[config.mk]
export PLATFORM = sky130hd
export DESIGN_NAME = issue_alu_pipe_buffer_flat
export DESIGN_NICKNAME = d
export VERILOG_FILES = /design/src/rtl/alu_pkg.sv /design/src/rtl/issue_alu_pipe_buffer_if.sv /design/src/rtl/issue_buf_entry.sv /design/src/rtl/issue_alu_pipe_buffer.sv /design/src/flat_wrapper.sv
export SDC_FILE = /design/constraint.sdc
export NUM_CORES = 1
export LEC_CHECK = 0
export BUFFER_PORTS_ARGS = -buffer_cell sky130_fd_sc_hd__clkbuf_2
export CAP_MARGIN = 20
export CORE_ASPECT_RATIO = 1.2
export CORE_MARGIN = 1
export CORE_UTILIZATION = 23
export CTS_BUF_LIST = sky130_fd_sc_hd__clkbuf_2
export DETAILED_ROUTE_END_ITERATION = 10
export PLACE_DENSITY_LB_ADDON = 0.12
export SYNTH_ARGS = -nofsm -noshare
export SYNTH_HDL_FRONTEND = slang
export SYNTH_SLANG_ARGS = --single-unit
[constraint.sdc]
create_clock -name clk -period 2.6 [get_ports clk]
set_input_delay 0.26 -clock clk [delete_from_list [all_inputs] [get_ports clk]]
set_output_delay 0.26 -clock clk [all_outputs]
set_load 0.01 [all_outputs]
[src/rtl/alu_pkg.sv]
// Shared definitions for the issue-to-ALU buffer: field widths, the packed
// instruction bundle carried through each entry, and the flush compare helper.
package alu_pkg;

   localparam int WFID_W = 6;
   localparam int PC_W   = 32;
   localparam int OPC_W  = 32;
   localparam int IMM0_W = 16;
   localparam int IMM1_W = 32;
   localparam int ADDR_W = 12;

   typedef struct packed {
      logic [WFID_W-1:0] wfid;
      logic [PC_W-1:0]   instr_pc;
      logic [OPC_W-1:0]  opcode;
      logic [IMM0_W-1:0] imm_value0;
      logic [IMM1_W-1:0] imm_value1;
      logic [ADDR_W-1:0] source1_addr;
      logic [ADDR_W-1:0] source2_addr;
      logic [ADDR_W-1:0] source3_addr;
      logic [ADDR_W-1:0] dest1_addr;
      logic [ADDR_W-1:0] dest2_addr;
   } alu_issue_t;

   localparam int ENTRY_W = $bits(alu_issue_t);

   // True when a flush request targets the given wavefront.
   function automatic logic wfid_match(input logic flush_valid,
                                       input logic [WFID_W-1:0] flush_wfid,
                                       input logic [WFID_W-1:0] wfid);
      return flush_valid && (flush_wfid == wfid);
   endfunction

endpackage

[src/rtl/issue_alu_pipe_buffer_if.sv]
// Issue-side, ALU-side and flush signals of the issue-to-ALU buffer.
// slave is the buffer's view; master is the view of whatever drives it.
interface issue_alu_pipe_buffer_if;
   import alu_pkg::*;

   logic              in_valid;
   logic              in_ready;
   logic [WFID_W-1:0] in_wfid;
   logic [PC_W-1:0]   in_instr_pc;
   logic [OPC_W-1:0]  in_opcode;
   logic [IMM0_W-1:0] in_imm_value0;
   logic [IMM1_W-1:0] in_imm_value1;
   logic [ADDR_W-1:0] in_source1_addr;
   logic [ADDR_W-1:0] in_source2_addr;
   logic [ADDR_W-1:0] in_source3_addr;
   logic [ADDR_W-1:0] in_dest1_addr;
   logic [ADDR_W-1:0] in_dest2_addr;

   logic              out_valid;
   logic              out_ready;
   logic [WFID_W-1:0] out_wfid;
   logic [PC_W-1:0]   out_instr_pc;
   logic [OPC_W-1:0]  out_opcode;
   logic [IMM0_W-1:0] out_imm_value0;
   logic [IMM1_W-1:0] out_imm_value1;
   logic [ADDR_W-1:0] out_source1_addr;
   logic [ADDR_W-1:0] out_source2_addr;
   logic [ADDR_W-1:0] out_source3_addr;
   logic [ADDR_W-1:0] out_dest1_addr;
   logic [ADDR_W-1:0] out_dest2_addr;

   logic              flush_valid;
   logic [WFID_W-1:0] flush_wfid;

   modport slave (
      input  in_valid, in_wfid, in_instr_pc, in_opcode, in_imm_value0, in_imm_value1,
             in_source1_addr, in_source2_addr, in_source3_addr, in_dest1_addr, in_dest2_addr,
      output in_ready,
      output out_valid, out_wfid, out_instr_pc, out_opcode, out_imm_value0, out_imm_value1,
             out_source1_addr, out_source2_addr, out_source3_addr, out_dest1_addr, out_dest2_addr,
      input  out_ready,
      input  flush_valid, flush_wfid
   );

   modport master (
      output in_valid, in_wfid, in_instr_pc, in_opcode, in_imm_value0, in_imm_value1,
             in_source1_addr, in_source2_addr, in_source3_addr, in_dest1_addr, in_dest2_addr,
      input  in_ready,
      input  out_valid, out_wfid, out_instr_pc, out_opcode, out_imm_value0, out_imm_value1,
             out_source1_addr, out_source2_addr, out_source3_addr, out_dest1_addr, out_dest2_addr,
      output out_ready,
      output flush_valid, flush_wfid
   );

endinterface

[src/rtl/issue_buf_entry.sv]
// One storage slot of the issue buffer: an instruction bundle plus a live bit
// that a matching flush clears while the slot waits to drain.
module issue_buf_entry
   import alu_pkg::*;
(
   input  logic              clk,
   input  logic              rst,
   input  logic              wr_en,
   input  alu_issue_t        wr_data,
   input  logic              flush_valid,
   input  logic [WFID_W-1:0] flush_wfid,
   output alu_issue_t        data,
   output logic              live
);

   alu_issue_t data_r;
   logic       live_r;

   // A write landing together with a flush of its own wavefront is stored already squashed.
   always_ff @(posedge clk) begin
      if (!rst) begin
         data_r <= '0;
         live_r <= 1'b0;
      end else if (wr_en) begin
         data_r <= wr_data;
         live_r <= !wfid_match(flush_valid, flush_wfid, wr_data.wfid);
      end else if (wfid_match(flush_valid, flush_wfid, data_r.wfid)) begin
         live_r <= 1'b0;
      end else begin
         live_r <= live_r;
      end
   end

   assign data = data_r;
   assign live = live_r;

endmodule

[src/rtl/issue_alu_pipe_buffer.sv]
// In-order DEPTH-entry buffer between issue and one ALU with valid/ready
// handshake and per-wavefront flush; squashed entries drain without reaching the ALU.
module issue_alu_pipe_buffer
   import alu_pkg::*;
#(
   parameter int DEPTH = 2
)
(
   input  logic                    clk,
   input  logic                    rst,
   issue_alu_pipe_buffer_if.slave  bus,
   output logic [$clog2(DEPTH):0]  count
);

   localparam int PTR_W = $clog2(DEPTH);
   localparam int CNT_W = PTR_W + 1;

   if (DEPTH < 2 || (DEPTH & (DEPTH - 1)) != 0) begin : g_depth_check
      $error("issue_alu_pipe_buffer: DEPTH must be a power of 2 and >= 2");
   end

   alu_issue_t       in_data_s;
   alu_issue_t       head_s;
   alu_issue_t       entry_data_s [DEPTH];
   logic [DEPTH-1:0] entry_live_s;
   logic             head_live_s;
   logic [PTR_W-1:0] head_r;
   logic [PTR_W-1:0] tail_r;
   logic [CNT_W-1:0] count_r;
   logic             occupied_s;
   logic             in_ready_s;
   logic             out_valid_s;
   logic             push_s;
   logic             pop_s;

   // Bundle the issue-side fields into one entry word.
   always_comb begin
      in_data_s              = '0;
      in_data_s.wfid         = bus.in_wfid;
      in_data_s.instr_pc     = bus.in_instr_pc;
      in_data_s.opcode       = bus.in_opcode;
      in_data_s.imm_value0   = bus.in_imm_value0;
      in_data_s.imm_value1   = bus.in_imm_value1;
      in_data_s.source1_addr = bus.in_source1_addr;
      in_data_s.source2_addr = bus.in_source2_addr;
      in_data_s.source3_addr = bus.in_source3_addr;
      in_data_s.dest1_addr   = bus.in_dest1_addr;
      in_data_s.dest2_addr   = bus.in_dest2_addr;
   end

   for (genvar i = 0; i < DEPTH; i++) begin : g_entry
      issue_buf_entry u_entry (
         .clk         (clk),
         .rst         (rst),
         .wr_en       (push_s && (tail_r == PTR_W'(i))),
         .wr_data     (in_data_s),
         .flush_valid (bus.flush_valid),
         .flush_wfid  (bus.flush_wfid),
         .data        (entry_data_s[i]),
         .live        (entry_live_s[i])
      );
   end

   // Handshake decode; a head being flushed this cycle is hidden so it cannot be accepted.
   always_comb begin
      head_s      = entry_data_s[head_r];
      head_live_s = entry_live_s[head_r];
      occupied_s  = (count_r != {CNT_W{1'b0}});
      in_ready_s  = (count_r < CNT_W'(DEPTH));
      out_valid_s = occupied_s && head_live_s &&
                    !wfid_match(bus.flush_valid, bus.flush_wfid, head_s.wfid);
      push_s      = bus.in_valid && in_ready_s;
      pop_s       = occupied_s && ((out_valid_s && bus.out_ready) || !head_live_s);
   end

   // Pointers wrap naturally; full/empty comes from the occupancy count.
   always_ff @(posedge clk) begin
      if (!rst) begin
         head_r  <= {PTR_W{1'b0}};
         tail_r  <= {PTR_W{1'b0}};
         count_r <= {CNT_W{1'b0}};
      end else begin
         if (push_s) begin
            tail_r <= tail_r + PTR_W'(1);
         end else begin
            tail_r <= tail_r;
         end
         if (pop_s) begin
            head_r <= head_r + PTR_W'(1);
         end else begin
            head_r <= head_r;
         end
         case ({push_s, pop_s})
            2'b10:   count_r <= count_r + CNT_W'(1);
            2'b01:   count_r <= count_r - CNT_W'(1);
            default: count_r <= count_r;
         endcase
      end
   end

   assign bus.in_ready         = in_ready_s;
   assign bus.out_valid        = out_valid_s;
   assign bus.out_wfid         = head_s.wfid;
   assign bus.out_instr_pc     = head_s.instr_pc;
   assign bus.out_opcode       = head_s.opcode;
   assign bus.out_imm_value0   = head_s.imm_value0;
   assign bus.out_imm_value1   = head_s.imm_value1;
   assign bus.out_source1_addr = head_s.source1_addr;
   assign bus.out_source2_addr = head_s.source2_addr;
   assign bus.out_source3_addr = head_s.source3_addr;
   assign bus.out_dest1_addr   = head_s.dest1_addr;
   assign bus.out_dest2_addr   = head_s.dest2_addr;
   assign count                = count_r;

endmodule

[src/flat_wrapper.sv]
// flat-port wrapper written by rule: the top's interface ports become plain ports
module issue_alu_pipe_buffer_flat import alu_pkg::*;
#(
   parameter int DEPTH = 2
)
  (clk, rst, count, bus_in_valid, bus_in_wfid, bus_in_instr_pc, bus_in_opcode, bus_in_imm_value0, bus_in_imm_value1, bus_in_source1_addr, bus_in_source2_addr, bus_in_source3_addr, bus_in_dest1_addr, bus_in_dest2_addr, bus_in_ready, bus_out_valid, bus_out_wfid, bus_out_instr_pc, bus_out_opcode, bus_out_imm_value0, bus_out_imm_value1, bus_out_source1_addr, bus_out_source2_addr, bus_out_source3_addr, bus_out_dest1_addr, bus_out_dest2_addr, bus_out_ready, bus_flush_valid, bus_flush_wfid);
  issue_alu_pipe_buffer_if bus_i ();
  input  logic clk;
  input  logic rst;
  output logic [$clog2(DEPTH):0] count;
  input wire logic [$bits(bus_i.in_valid)-1:0] bus_in_valid;
  input wire logic [$bits(bus_i.in_wfid)-1:0] bus_in_wfid;
  input wire logic [$bits(bus_i.in_instr_pc)-1:0] bus_in_instr_pc;
  input wire logic [$bits(bus_i.in_opcode)-1:0] bus_in_opcode;
  input wire logic [$bits(bus_i.in_imm_value0)-1:0] bus_in_imm_value0;
  input wire logic [$bits(bus_i.in_imm_value1)-1:0] bus_in_imm_value1;
  input wire logic [$bits(bus_i.in_source1_addr)-1:0] bus_in_source1_addr;
  input wire logic [$bits(bus_i.in_source2_addr)-1:0] bus_in_source2_addr;
  input wire logic [$bits(bus_i.in_source3_addr)-1:0] bus_in_source3_addr;
  input wire logic [$bits(bus_i.in_dest1_addr)-1:0] bus_in_dest1_addr;
  input wire logic [$bits(bus_i.in_dest2_addr)-1:0] bus_in_dest2_addr;
  output wire logic [$bits(bus_i.in_ready)-1:0] bus_in_ready;
  output wire logic [$bits(bus_i.out_valid)-1:0] bus_out_valid;
  output wire logic [$bits(bus_i.out_wfid)-1:0] bus_out_wfid;
  output wire logic [$bits(bus_i.out_instr_pc)-1:0] bus_out_instr_pc;
  output wire logic [$bits(bus_i.out_opcode)-1:0] bus_out_opcode;
  output wire logic [$bits(bus_i.out_imm_value0)-1:0] bus_out_imm_value0;
  output wire logic [$bits(bus_i.out_imm_value1)-1:0] bus_out_imm_value1;
  output wire logic [$bits(bus_i.out_source1_addr)-1:0] bus_out_source1_addr;
  output wire logic [$bits(bus_i.out_source2_addr)-1:0] bus_out_source2_addr;
  output wire logic [$bits(bus_i.out_source3_addr)-1:0] bus_out_source3_addr;
  output wire logic [$bits(bus_i.out_dest1_addr)-1:0] bus_out_dest1_addr;
  output wire logic [$bits(bus_i.out_dest2_addr)-1:0] bus_out_dest2_addr;
  input wire logic [$bits(bus_i.out_ready)-1:0] bus_out_ready;
  input wire logic [$bits(bus_i.flush_valid)-1:0] bus_flush_valid;
  input wire logic [$bits(bus_i.flush_wfid)-1:0] bus_flush_wfid;
  assign bus_i.in_valid = bus_in_valid;
  assign bus_i.in_wfid = bus_in_wfid;
  assign bus_i.in_instr_pc = bus_in_instr_pc;
  assign bus_i.in_opcode = bus_in_opcode;
  assign bus_i.in_imm_value0 = bus_in_imm_value0;
  assign bus_i.in_imm_value1 = bus_in_imm_value1;
  assign bus_i.in_source1_addr = bus_in_source1_addr;
  assign bus_i.in_source2_addr = bus_in_source2_addr;
  assign bus_i.in_source3_addr = bus_in_source3_addr;
  assign bus_i.in_dest1_addr = bus_in_dest1_addr;
  assign bus_i.in_dest2_addr = bus_in_dest2_addr;
  assign bus_in_ready = bus_i.in_ready;
  assign bus_out_valid = bus_i.out_valid;
  assign bus_out_wfid = bus_i.out_wfid;
  assign bus_out_instr_pc = bus_i.out_instr_pc;
  assign bus_out_opcode = bus_i.out_opcode;
  assign bus_out_imm_value0 = bus_i.out_imm_value0;
  assign bus_out_imm_value1 = bus_i.out_imm_value1;
  assign bus_out_source1_addr = bus_i.out_source1_addr;
  assign bus_out_source2_addr = bus_i.out_source2_addr;
  assign bus_out_source3_addr = bus_i.out_source3_addr;
  assign bus_out_dest1_addr = bus_i.out_dest1_addr;
  assign bus_out_dest2_addr = bus_i.out_dest2_addr;
  assign bus_i.out_ready = bus_out_ready;
  assign bus_i.flush_valid = bus_flush_valid;
  assign bus_i.flush_wfid = bus_flush_wfid;
  issue_alu_pipe_buffer #(.DEPTH(DEPTH)) u_core (.clk(clk), .rst(rst), .bus(bus_i), .count(count));
endmodule
==> results of run 1 <==
[worst register-to-register path, delay by kind of cell, from the launching register on]
kind	cells	cell delay, ns
AOI/OAI and AO/OA	1	0.14
buffers and inverters	3	1.03
DFF	1	0.42
and+or+nand+nor	3	0.80
[power by group]
group	internal, uW	switching (uW)	total [uW]	leakage [uW]
Combinational	2830	2850	5680	0.00634
Clock	1720	2600	4320	0.000716
Sequential	6150	327	6480	0.00295
[metrics by stage]
step | power (uW) | hold WS (ns)
global route | 17700 | 0.127
floorplan | 9080 | 0.395
detailed placement | 10800 | 0.445
global placement | 10700 | 0.437
CTS | 16600 | 0.104
finish | 16500 | 0.266
[cells in the mapped netlist (4+ instances only)]
library cell / n / area, um^2
buf_4: 4 / 30.0
dfxtp_1: 362 / 7250
clkbuf_1: 59 / 221
a21boi_0: 315 / 2360
mux2_2: 172 / 1940
buf_2: 71 / 355
buf_1: 6 / 22.5
a21boi_1: 45 / 338
nand2_1: 717 / 2690
mux2_4: 6 / 90.1
xnor2_1: 20 / 175
[flip-flops by register name (all words and copies together), names as in the netlist]
signal	flops
u_core.head_r	1
u_core.count	2
u_core.g_entry.u_entry.live	2
u_core.g_entry.u_entry.data	356
u_core.tail_r	1
[layout by cell type (no fill, tap or decap), types with 2 or more instances in the layout]
master,netlist,layout
a21boi_0,315,314
buf_16,0,7
clkbuf_2,0,480
buf_6,1,31
buf_4,4,14
mux2_4,6,54
a21boi_1,45,46
buf_2,71,15
xnor2_4,0,2
xor2_1,3,3
clkinvlp_4,0,2
clkinv_1,0,18
buf_12,0,27
dlygate4sd3_1,0,378
mux2i_1,2,2
mux2_2,172,124
buf_8,0,5
xnor2_2,3,3
o211ai_1,2,2
nand3_1,2,2
diode_2,0,5
clkbuf_16,0,6
nand2_1,717,716
nand4_1,3,3
dfxtp_1,362,361
xnor2_1,20,18
[layout make-up]
cell class / instances / area, um^2
fillers: 7146 / 43100
multi-input cells: 1306 / 8130
flip-flops and latches: 362 / 7250
repair buffers: 805 / 6890
well taps: 901 / 1130
clock buffers: 159 / 796
clock inverters: 24 / 135
diodes: 5 / 12.5
inverters: 2 / 7.51
[logic make-up (layout without fill, tap and decap cells)]
logic type / count (synthesis) / count (layout)
compound gates: 367 / 367
xor+xnor: 26 / 26
fa+ha+maj: 1 / 1
buf+inv: 143 / 990
flops: 362 / 362
mux: 180 / 180
other cells: 0 / 5
simple gates: 732 / 732
[metal layers]
layer | track usage [%] | up-vias | wire length (um)
met4 | 7.10 | 2 | 1840
met1 | 17.7 | 7099 | 23400
met5 | 0 | - | 10
met3 | 4.71 | 103 | 3830
li1 | - | 7558 | -
met2 | 28.5 | 388 | 28600
[timing repair]
item                                    in CTS  in global routing
hold endpoints to repair                   362                  1
hold buffers                               377                  2
pin swaps                                    2                  3
setup buffers                               18                  4
gates resized for setup                     73                123
endpoints found under the setup margin     173                178
gates cloned                                 9                 10
[final timing paths]
kind	start	end	cells past startpoint
worst max-delay path	u_core.head_r$_SDFFE_PN0P_	bus_out_valid	5
worst min register to register	u_core.g_entry[1].u_entry.data[39]$_SDFFE_PN0P_	u_core.g_entry[1].u_entry.data[39]$_SDFFE_PN0P_	2
worst max register to register	u_core.count[1]$_SDFFE_PN0P_	u_core.g_entry[0].u_entry.data[15]$_SDFFE_PN0P_	7
worst min-delay path	bus_flush_wfid[3]	u_core.count[1]$_SDFFE_PN0P_	7
==> reports/summary.txt, run 1 <==
Finished Core Util = 36.1%
Worst EP required = 2.34 ns
Pwr/cell area = 676 nW/um^2
Non-Filler Instances = 3564
Clk slew on worst S/H paths = 0.10 ns
Routed wire length = 57700 um
Async S/R FF share, synth = 0%
Setup crit start kind = flop
Io pins = 371
RSZ-0062 raised after global routing = yes
Crit end category = output pin
First-pass GRT wire length = 86400 um
Dpl ws = 0.394 ns
Final Cell Area = 24400 um^2
Die ar. = 69600 um^2
Placed cells = 2964
CTS tree = yes
Root Buffer = clkbuf_2
Status = complete, but fails checks
Die X = 241 um
Vias per inst = 4.25
Final Hold Vio Count = 0
GPL Wtd Cong = 0.731
Post-synthesis xor/xnor area fraction = 1.59%
Worst Path Arrival = 2.53 ns
Max Cap Viol = 0
Slew margin rel. = 62.5%
Area after DPL = 18500 um^2
Register bit total from synthesis = 362
Mapped Cells = 1811
Syn_nets = 2001
Top delay family on crit path = flip-flops
Max VDD drop = 325 uV
Crit-path max cell delay = 0.43 ns
FP Rows = 104
Tcrit/Tclk final = 107%
Kind of critical path = reg -> out
Fin Clk Skew = 0.0734 ns
Cells along the critical path = buf_12, mux2_4, xnor2_4, a41oi_4, buf_2
Die height = 289 um
Share of the yosys chip area belonging to registers = 46.0%
Post-synth EDFFs = 0
Yosys cell types = 34
Synthesized area = 15800 um^2
CP bufs+invs = 2
Post-synthesis average cell area = 8.70 um^2
Fin. max-slew vios = 0
H-tree Lvls = 3
Via count = 15.2k
Layout area overhead = 54.5%
Clock Tree Buf Depth = 3
Largest net degree at the start of global routing = 127
Final TNS setup = -14.69 ns
Layout Nets = 2773
Adder-cell share of the synthesized area = 0.0794%
Synth Area in Compound Gates = 17.5%
Initial antenna violation count = 5
Share of cells above drive strength 1 = 29.6%
Leakage = 0.0100 uW
Final setup fails = 162
Count of buffers from port buffering = 370
Final worst slack = -0.193 ns
GRT overflow = 0
Iteration-0 DRC Markers = 403
Slowest stage cell, crit path = dfxtp_4
Largest family of logic cells by synthesized area = simple AND/OR/NAND/NOR gates
Violated checks = setup timing
Core Region = 67400 um^2
Gr usage total = 16.1%
Worst-Margin Slew = 0.563 ns
Drt drc = 0
Hold WC Path Type = in -> reg
CTS Buf Count = 106
WL/cell = 16.2 um
Mux contribution to synthesized area = 13.0%
Primary FF master, synth = dfxtp_1
Number of global-route vias before repair = 15.8k
Reg2Reg Setup Slack = 0.20 ns
Starting Density = 23.4%
Simple-gate area share of the yosys netlist = 17.8%
Final critical-path required period = 2.79 ns
Syn. warnings = 0
CTS Sinks = 362
Worst-Skew Late Latency = 1.06 ns
Post-DRT Antenna Nets = 0
Drt first pass iters = 4
Post-DP HPWL = 32500 um
Fmax = 358 MHz
CP Max Fanout = 7
Note: power is estimated with default switching activity, not from simulation.
==> run 2: changes to the inputs <==
--- a/config.mk
+++ b/config.mk
@@ -12,6 +12,7 @@
 export CORE_UTILIZATION = 23
 export CTS_BUF_LIST = sky130_fd_sc_hd__clkbuf_2
 export DETAILED_ROUTE_END_ITERATION = 10
+export MAX_ROUTING_LAYER = met4
 export PLACE_DENSITY_LB_ADDON = 0.12
 export SYNTH_ARGS = -nofsm -noshare
 export SYNTH_HDL_FRONTEND = slang
==> reports/summary.txt, run 2 (synthesis results as in run 1) <==
FP Rows = 104 (unchanged)
Vias per inst = 4.26 (was 4.25)
Cells along the critical path = buf_12, mux2_4, xnor2_4, a41oi_4, buf_2 (unchanged)
Switch Pwr = 5770 uW (about the same)
Worst Hold End = u_core.count[1]$_SDFFE_PN0P_ (unchanged)
Hold path depth = 7 (unchanged)
Final Cell Area = 24400 um^2 (about the same)
Clk slew on worst S/H paths = 0.10 ns (about the same)
Placed cells = 2964 (unchanged)
Root Buffer = clkbuf_2 (unchanged)
Iteration-0 DRC Markers = 428 (was 403)
WL/cell = 16.2 um (about the same)
Die height = 289 um (unchanged)
Worst-Skew Late Latency = 1.05 ns (was 1.06 ns)
Status = complete, but fails checks (unchanged)
Drt first pass iters = 4 (unchanged)
Worst-Margin Slew = 0.556 ns (was 0.563 ns)
Starting Density = 23.4% (unchanged)
Max VDD drop = 329 uV (was 325 uV)
Worst EP required = 2.34 ns (about the same)
Tcrit/Tclk final = 107% (about the same)
Final Hold Vio Count = 0 (unchanged)
Setup crit start kind = flop (unchanged)
Reg2reg start = u_core.count[1]$_SDFFE_PN0P_ (unchanged)
Reg2Reg Depth = 7 (unchanged)
Layout area overhead = 54.6% (was 54.5%)
Final worst slack = -0.170 ns (was -0.193 ns)
Initial antenna violation count = 6 (was 5)
Hold path start = bus_flush_wfid[3] (unchanged)
Clock Tree Buf Depth = 3 (unchanged)
Die X = 241 um (unchanged)
Post-DRT Antenna Nets = 0 (unchanged)
CTS tree = yes (unchanged)
Via count = 15.2k (about the same)
Crit Reg-Reg Endpoint = u_core.g_entry[0].u_entry.data[15]$_SDFFE_PN0P_ (unchanged)
CP Max Fanout = 7 (unchanged)
Die ar. = 69600 um^2 (unchanged)
Drt drc = 0 (unchanged)
Final critical-path required period = 2.77 ns (was 2.79 ns)
Gr usage total = 16.6% (was 16.1%)
Fillers = 7145 (was 7146)
GPL Wtd Cong = 0.740 (was 0.731)
Combinational power share = 34.5% (about the same)
Number of global-route vias before repair = 15.8k (about the same)
Finished Core Util = 36.1% (about the same)
Kind of critical path = reg -> out (unchanged)
Final setup fails = 154 (was 162)
Commonest non-fill, non-tap cell in the layout = nand2_1 (unchanged)
Max Cap Viol = 0 (unchanged)
H-tree Lvls = 3 (unchanged)
GRT overflow = 0 (unchanged)
CTS Buf Count = 106 (unchanged)
Crit-path max cell delay = 0.43 ns (about the same)
Most frequent cells in the layout = nand2_1, clkbuf_2, dlygate4sd3_1, dfxtp_1, a21boi_0 (unchanged)
First-pass GRT wire length = 86400 um (about the same)
Post-DP HPWL = 32500 um (unchanged)
Fmax = 361 MHz (was 358 MHz)
Final TNS setup = -12.12 ns (was -14.69 ns)
Reg2Reg Setup Slack = 0.21 ns (was 0.20 ns)
Slowest stage cell, crit path = dfxtp_4 (unchanged)
Slew margin rel. = 63.0% (was 62.5%)
Pint = 10700 uW (about the same)
Clk network pwr share = 26.2% (about the same)
CTS Sinks = 362 (unchanged)
Core Region = 67400 um^2 (unchanged)
RSZ-0062 raised after global routing = yes (unchanged)
Pwr/cell area = 676 nW/um^2 (about the same)
Flop pwr share = 39.3% (about the same)
Crit end category = output pin (unchanged)
Fin Clk Skew = 0.0652 ns (was 0.0734 ns)
Routed wire length = 57700 um (about the same)
Share of cells above drive strength 1 = 29.6% (unchanged)
Violated checks = setup timing (unchanged)
Count of buffers from port buffering = 370 (unchanged)
Hold WC Path Type = in -> reg (unchanged)
Area after DPL = 18500 um^2 (unchanged)
Io pins = 371 (unchanged)
Largest net degree at the start of global routing = 127 (unchanged)
Non-Filler Instances = 3565 (was 3564)
Largest register FFs = 356 (unchanged)
Layout Nets = 2773 (unchanged)
Leakage = 0.0100 uW (unchanged)
Dpl ws = 0.394 ns (unchanged)
Sw frac = 35.0% (about the same)
Fin. max-slew vios = 0 (unchanged)
Worst Path Arrival = 2.51 ns (was 2.53 ns)
==> run 2: cell types whose count changed in the layout (fill, tap and decap cells not counted) <==
cell / before / now
diode_2: 5 / 6
==> run 2: area by class of cell <==
class	count	area (um^2)	share of cell area, %
sequential	362	7250	29.8
timing repair buffer	805	6890	28.3
clock inverter	24	135	0.555
tap	901	1130	4.63
clock buffer	159	796	3.27
antenna	6	15.0	0.0617
inverter	2	7.51	0.0308
multi-input combinational	1306	8130	33.4
==> run 2: metrics by stage <==
| step | total power [uW] | hold slack, ns |
|---|---|---|
| finish | 16500 | 0.282 |
| global route | 17700 | 0.127 |
| CTS | 16600 | 0.104 |
| detailed placement | 10800 | 0.445 |
| global placement | 10700 | 0.437 |
| floorplan | 9080 | 0.395 |
==> run 2: power groups by stage <==
| stage | Sequential, uW | Clock (uW) | Combinational (uW) |
|---|---|---|---|
| detailed placement | 6610 | 0 | 4150 |
| global placement | 6580 | 0 | 4120 |
| CTS | 6480 | 4640 | 5440 |
| finish | 6470 | 4320 | 5680 |
| global route | 6560 | 4960 | 6150 |
| floorplan | 6490 | 0 | 2580 |
==> run 2: how the worst max path moves through the flow <==
stage / slack [ns] / startpoint / end
detailed placement: 0.39 / u_core.head_r$_SDFFE_PN0P_ / u_core.count[1]$_SDFFE_PN0P_
global placement: 0.35 / u_core.head_r$_SDFFE_PN0P_ / u_core.count[1]$_SDFFE_PN0P_
global route: -0.43 / u_core.head_r$_SDFFE_PN0P_ / bus_out_source3_addr[10]
finish: -0.17 / u_core.head_r$_SDFFE_PN0P_ / bus_out_valid
CTS: -0.42 / u_core.head_r$_SDFFE_PN0P_ / bus_out_valid
floorplan: 0.49 / u_core.head_r$_SDFFE_PN0P_ / u_core.count[1]$_SDFFE_PN0P_
==> run 2: what timing repair did <==
item	4_1_cts	5_1_grt
resized for setup	73	123
hold buffers	377	2
gates cloned	9	10
endpoints found under the setup margin	173	178
pin swaps	2	3
buffers inserted	18	4
hold endpoints to repair	362	1
==> run 2: metal layers <==
layer | part of all wire, % | routed length, um | global-route usage, %
met4 | 3.1 | 1790 | 7.10
met2 | 50 | 28600 | 28.6
met1 | 41 | 23600 | 17.8
met3 | 6.4 | 3700 | 4.53
met5 | 0 | 0 | -
==> run 2: critical path: cells and delay by family (launching register included) <==
kind	cells	cell delay (ns)
xor+xnor	1	0.14
mux	1	0.33
flops	1	0.43
buf+inv	2	0.30
compound gates	1	0.25
==> run 3: changes to the inputs <==
--- a/config.mk
+++ b/config.mk
@@ -14,6 +14,7 @@
 export DETAILED_ROUTE_END_ITERATION = 10
 export MAX_ROUTING_LAYER = met4
 export PLACE_DENSITY_LB_ADDON = 0.12
+export SKIP_CTS_REPAIR_TIMING = 1
 export SYNTH_ARGS = -nofsm -noshare
 export SYNTH_HDL_FRONTEND = slang
 export SYNTH_SLANG_ARGS = --single-unit
==> reports/summary.txt, run 3 (synthesis results as in run 1) <==
GPL Wtd Cong = 0.740 (unchanged)
Post-DRT Antenna Nets = 0 (unchanged)
Gr usage total = 15.3% (was 16.6%)
Share of cells above drive strength 1 = 29.4% (was 29.6%)
Count of buffers from port buffering = 370 (unchanged)
Initial antenna violation count = 4 (was 6)
Final TNS setup = -14.56 ns (was -12.12 ns)
RSZ-0062 raised after global routing = yes (unchanged)
Routed wire length = 56900 um (was 57700 um)
Max VDD drop = 323 uV (was 329 uV)
Final setup fails = 166 (was 154)
CTS tree = yes (unchanged)
Worst-Skew Late Latency = 1.06 ns (was 1.05 ns)
Drt drc = 0 (unchanged)
CTS Sinks = 362 (unchanged)
WL/cell = 16.0 um (was 16.2 um)
Fmax = 337 MHz (was 361 MHz)
Io pins = 371 (unchanged)
Final Cell Area = 23800 um^2 (was 24400 um^2)
Max Cap Viol = 0 (unchanged)
GRT overflow = 0 (unchanged)
Post-DP HPWL = 32500 um (unchanged)
Final Hold Vio Count = 0 (unchanged)
Clock Tree Buf Depth = 3 (unchanged)
Root Buffer = clkbuf_2 (unchanged)
Dpl ws = 0.394 ns (unchanged)
Die ar. = 69600 um^2 (unchanged)
Number of global-route vias before repair = 13.8k (was 15.8k)
Total power = 16100 uW (was 16500 uW)
Setup crit start kind = flop (unchanged)
Kind of critical path = reg -> reg (was reg -> out)
Die height = 289 um (unchanged)
Layout area overhead = 51.1% (was 54.6%)
CP Max Fanout = 7 (unchanged)
FP Rows = 104 (unchanged)
Finished Core Util = 35.3% (was 36.1%)
CTS Buf Count = 106 (unchanged)
Fin Clk Skew = 0.0759 ns (was 0.0652 ns)
First-pass GRT wire length = 78700 um (was 86400 um)
Tcrit/Tclk final = 114% (was 107%)
H-tree Lvls = 3 (unchanged)
Worst Path Arrival = 3.96 ns (was 2.51 ns)
Crit end category = flop (was output pin)
Vias per inst = 4.24 (was 4.26)
Layout Nets = 2765 (was 2773)
Die X = 241 um (unchanged)
Slew margin rel. = 62.0% (was 63.0%)
Iteration-0 DRC Markers = 505 (was 428)
Commonest non-fill, non-tap cell in the layout = nand2_1 (unchanged)
Largest register FFs = 356 (unchanged)
Final critical-path required period = 2.97 ns (was 2.77 ns)
Largest net degree at the start of global routing = 127 (unchanged)
Clk slew on worst S/H paths = 0.09 ns (was 0.10 ns)
Leakage = 0.00981 uW (was 0.0100 uW)
Worst-Margin Slew = 0.569 ns (was 0.556 ns)
Violated checks = setup timing (unchanged)
Via count = 15.1k (was 15.2k)
Hold WC Path Type = in -> reg (unchanged)
Area after DPL = 18500 um^2 (unchanged)
Fin. max-slew vios = 0 (unchanged)
Pwr/cell area = 675 nW/um^2 (was 676 nW/um^2)
Status = complete, but fails checks (unchanged)
Core Region = 67400 um^2 (unchanged)
Worst EP required = 3.59 ns (was 2.34 ns)
Drt first pass iters = 4 (unchanged)
Most frequent cells in the layout = nand2_1, clkbuf_2, dlygate4sd3_1, dfxtp_1, a21boi_0 (unchanged)
Final worst slack = -0.369 ns (was -0.170 ns)
Starting Density = 23.4% (unchanged)
## run 3: cell count changes in the layout (fill, tap and decap cells not counted), sizes merged
cell | before | now
dlygate4sd3 | 378 | 374
buf | 99 | 57
diode | 6 | 4
clkbuf | 487 | 525
## run 3: through the flow
stage	hold slack, ns	instances
global placement	0.437	2964
finish	0.137	3555
detailed placement	0.445	2964
CTS	-0.836	3147
floorplan	0.395	1811
global route	0.00456	3554
## run 3: cell type report
| class | count | area [um^2] |
|---|---|---|
| Timing Repair Buffer | 797 | 6570 |
| Inverter | 2 | 7.51 |
| Clock inverter | 24 | 135 |
| Tap cell | 901 | 1130 |
| Multi-Input combinational cell | 1306 | 7910 |
| Fill cell | 7213 | 43600 |
| Sequential cell | 362 | 7250 |
| Antenna cell | 4 | 10.0 |
| Clock buffer | 159 | 796 |
## run 3: worst paths after layout
path	cells past startpoint	end	slack, ns	from
max	10	u_core.count[1]$_SDFFE_PN0P_	-0.37	u_core.head_r$_SDFFE_PN0P_
min	4	u_core.g_entry[1].u_entry.data[177]$_SDFFE_PN0P_	0.14	bus_in_wfid[5]
max reg2reg	10	u_core.count[1]$_SDFFE_PN0P_	-0.37	u_core.head_r$_SDFFE_PN0P_
min reg2reg	2	u_core.g_entry[0].u_entry.data[168]$_SDFFE_PN0P_	0.46	u_core.g_entry[0].u_entry.data[168]$_SDFFE_PN0P_
## run 3: critical path, cell delays in order, from the launching register on
cell and delay (ns):
dfxtp_4 0.40, buf_12 0.15, buf_4 0.13, mux2_4 0.31
xnor2_2 0.15, and4b_1 0.25, a21oi_2 0.06, dlygate4sd3_1 0.60
ha_1 0.34, or3_1 0.34, a21boi_0 0.18
## run 3: power by group
group / total (uW) / switching (uW) / internal, uW / leakage [uW]
sequential: 6470 / 320 / 6150 / 0.00295
combinational: 5280 / 2720 / 2560 / 0.00614
clock: 4320 / 2600 / 1720 / 0.000716
## run 3: layer usage
layer,GRT usage (%),vias to the layer above,part of all wire (%)
li1,-,7532,-
met5,-,-,0
met2,25.7,375,50
met1,16.3,7064,41
met4,6.80,0,2.8
met3,4.87,108,6.4
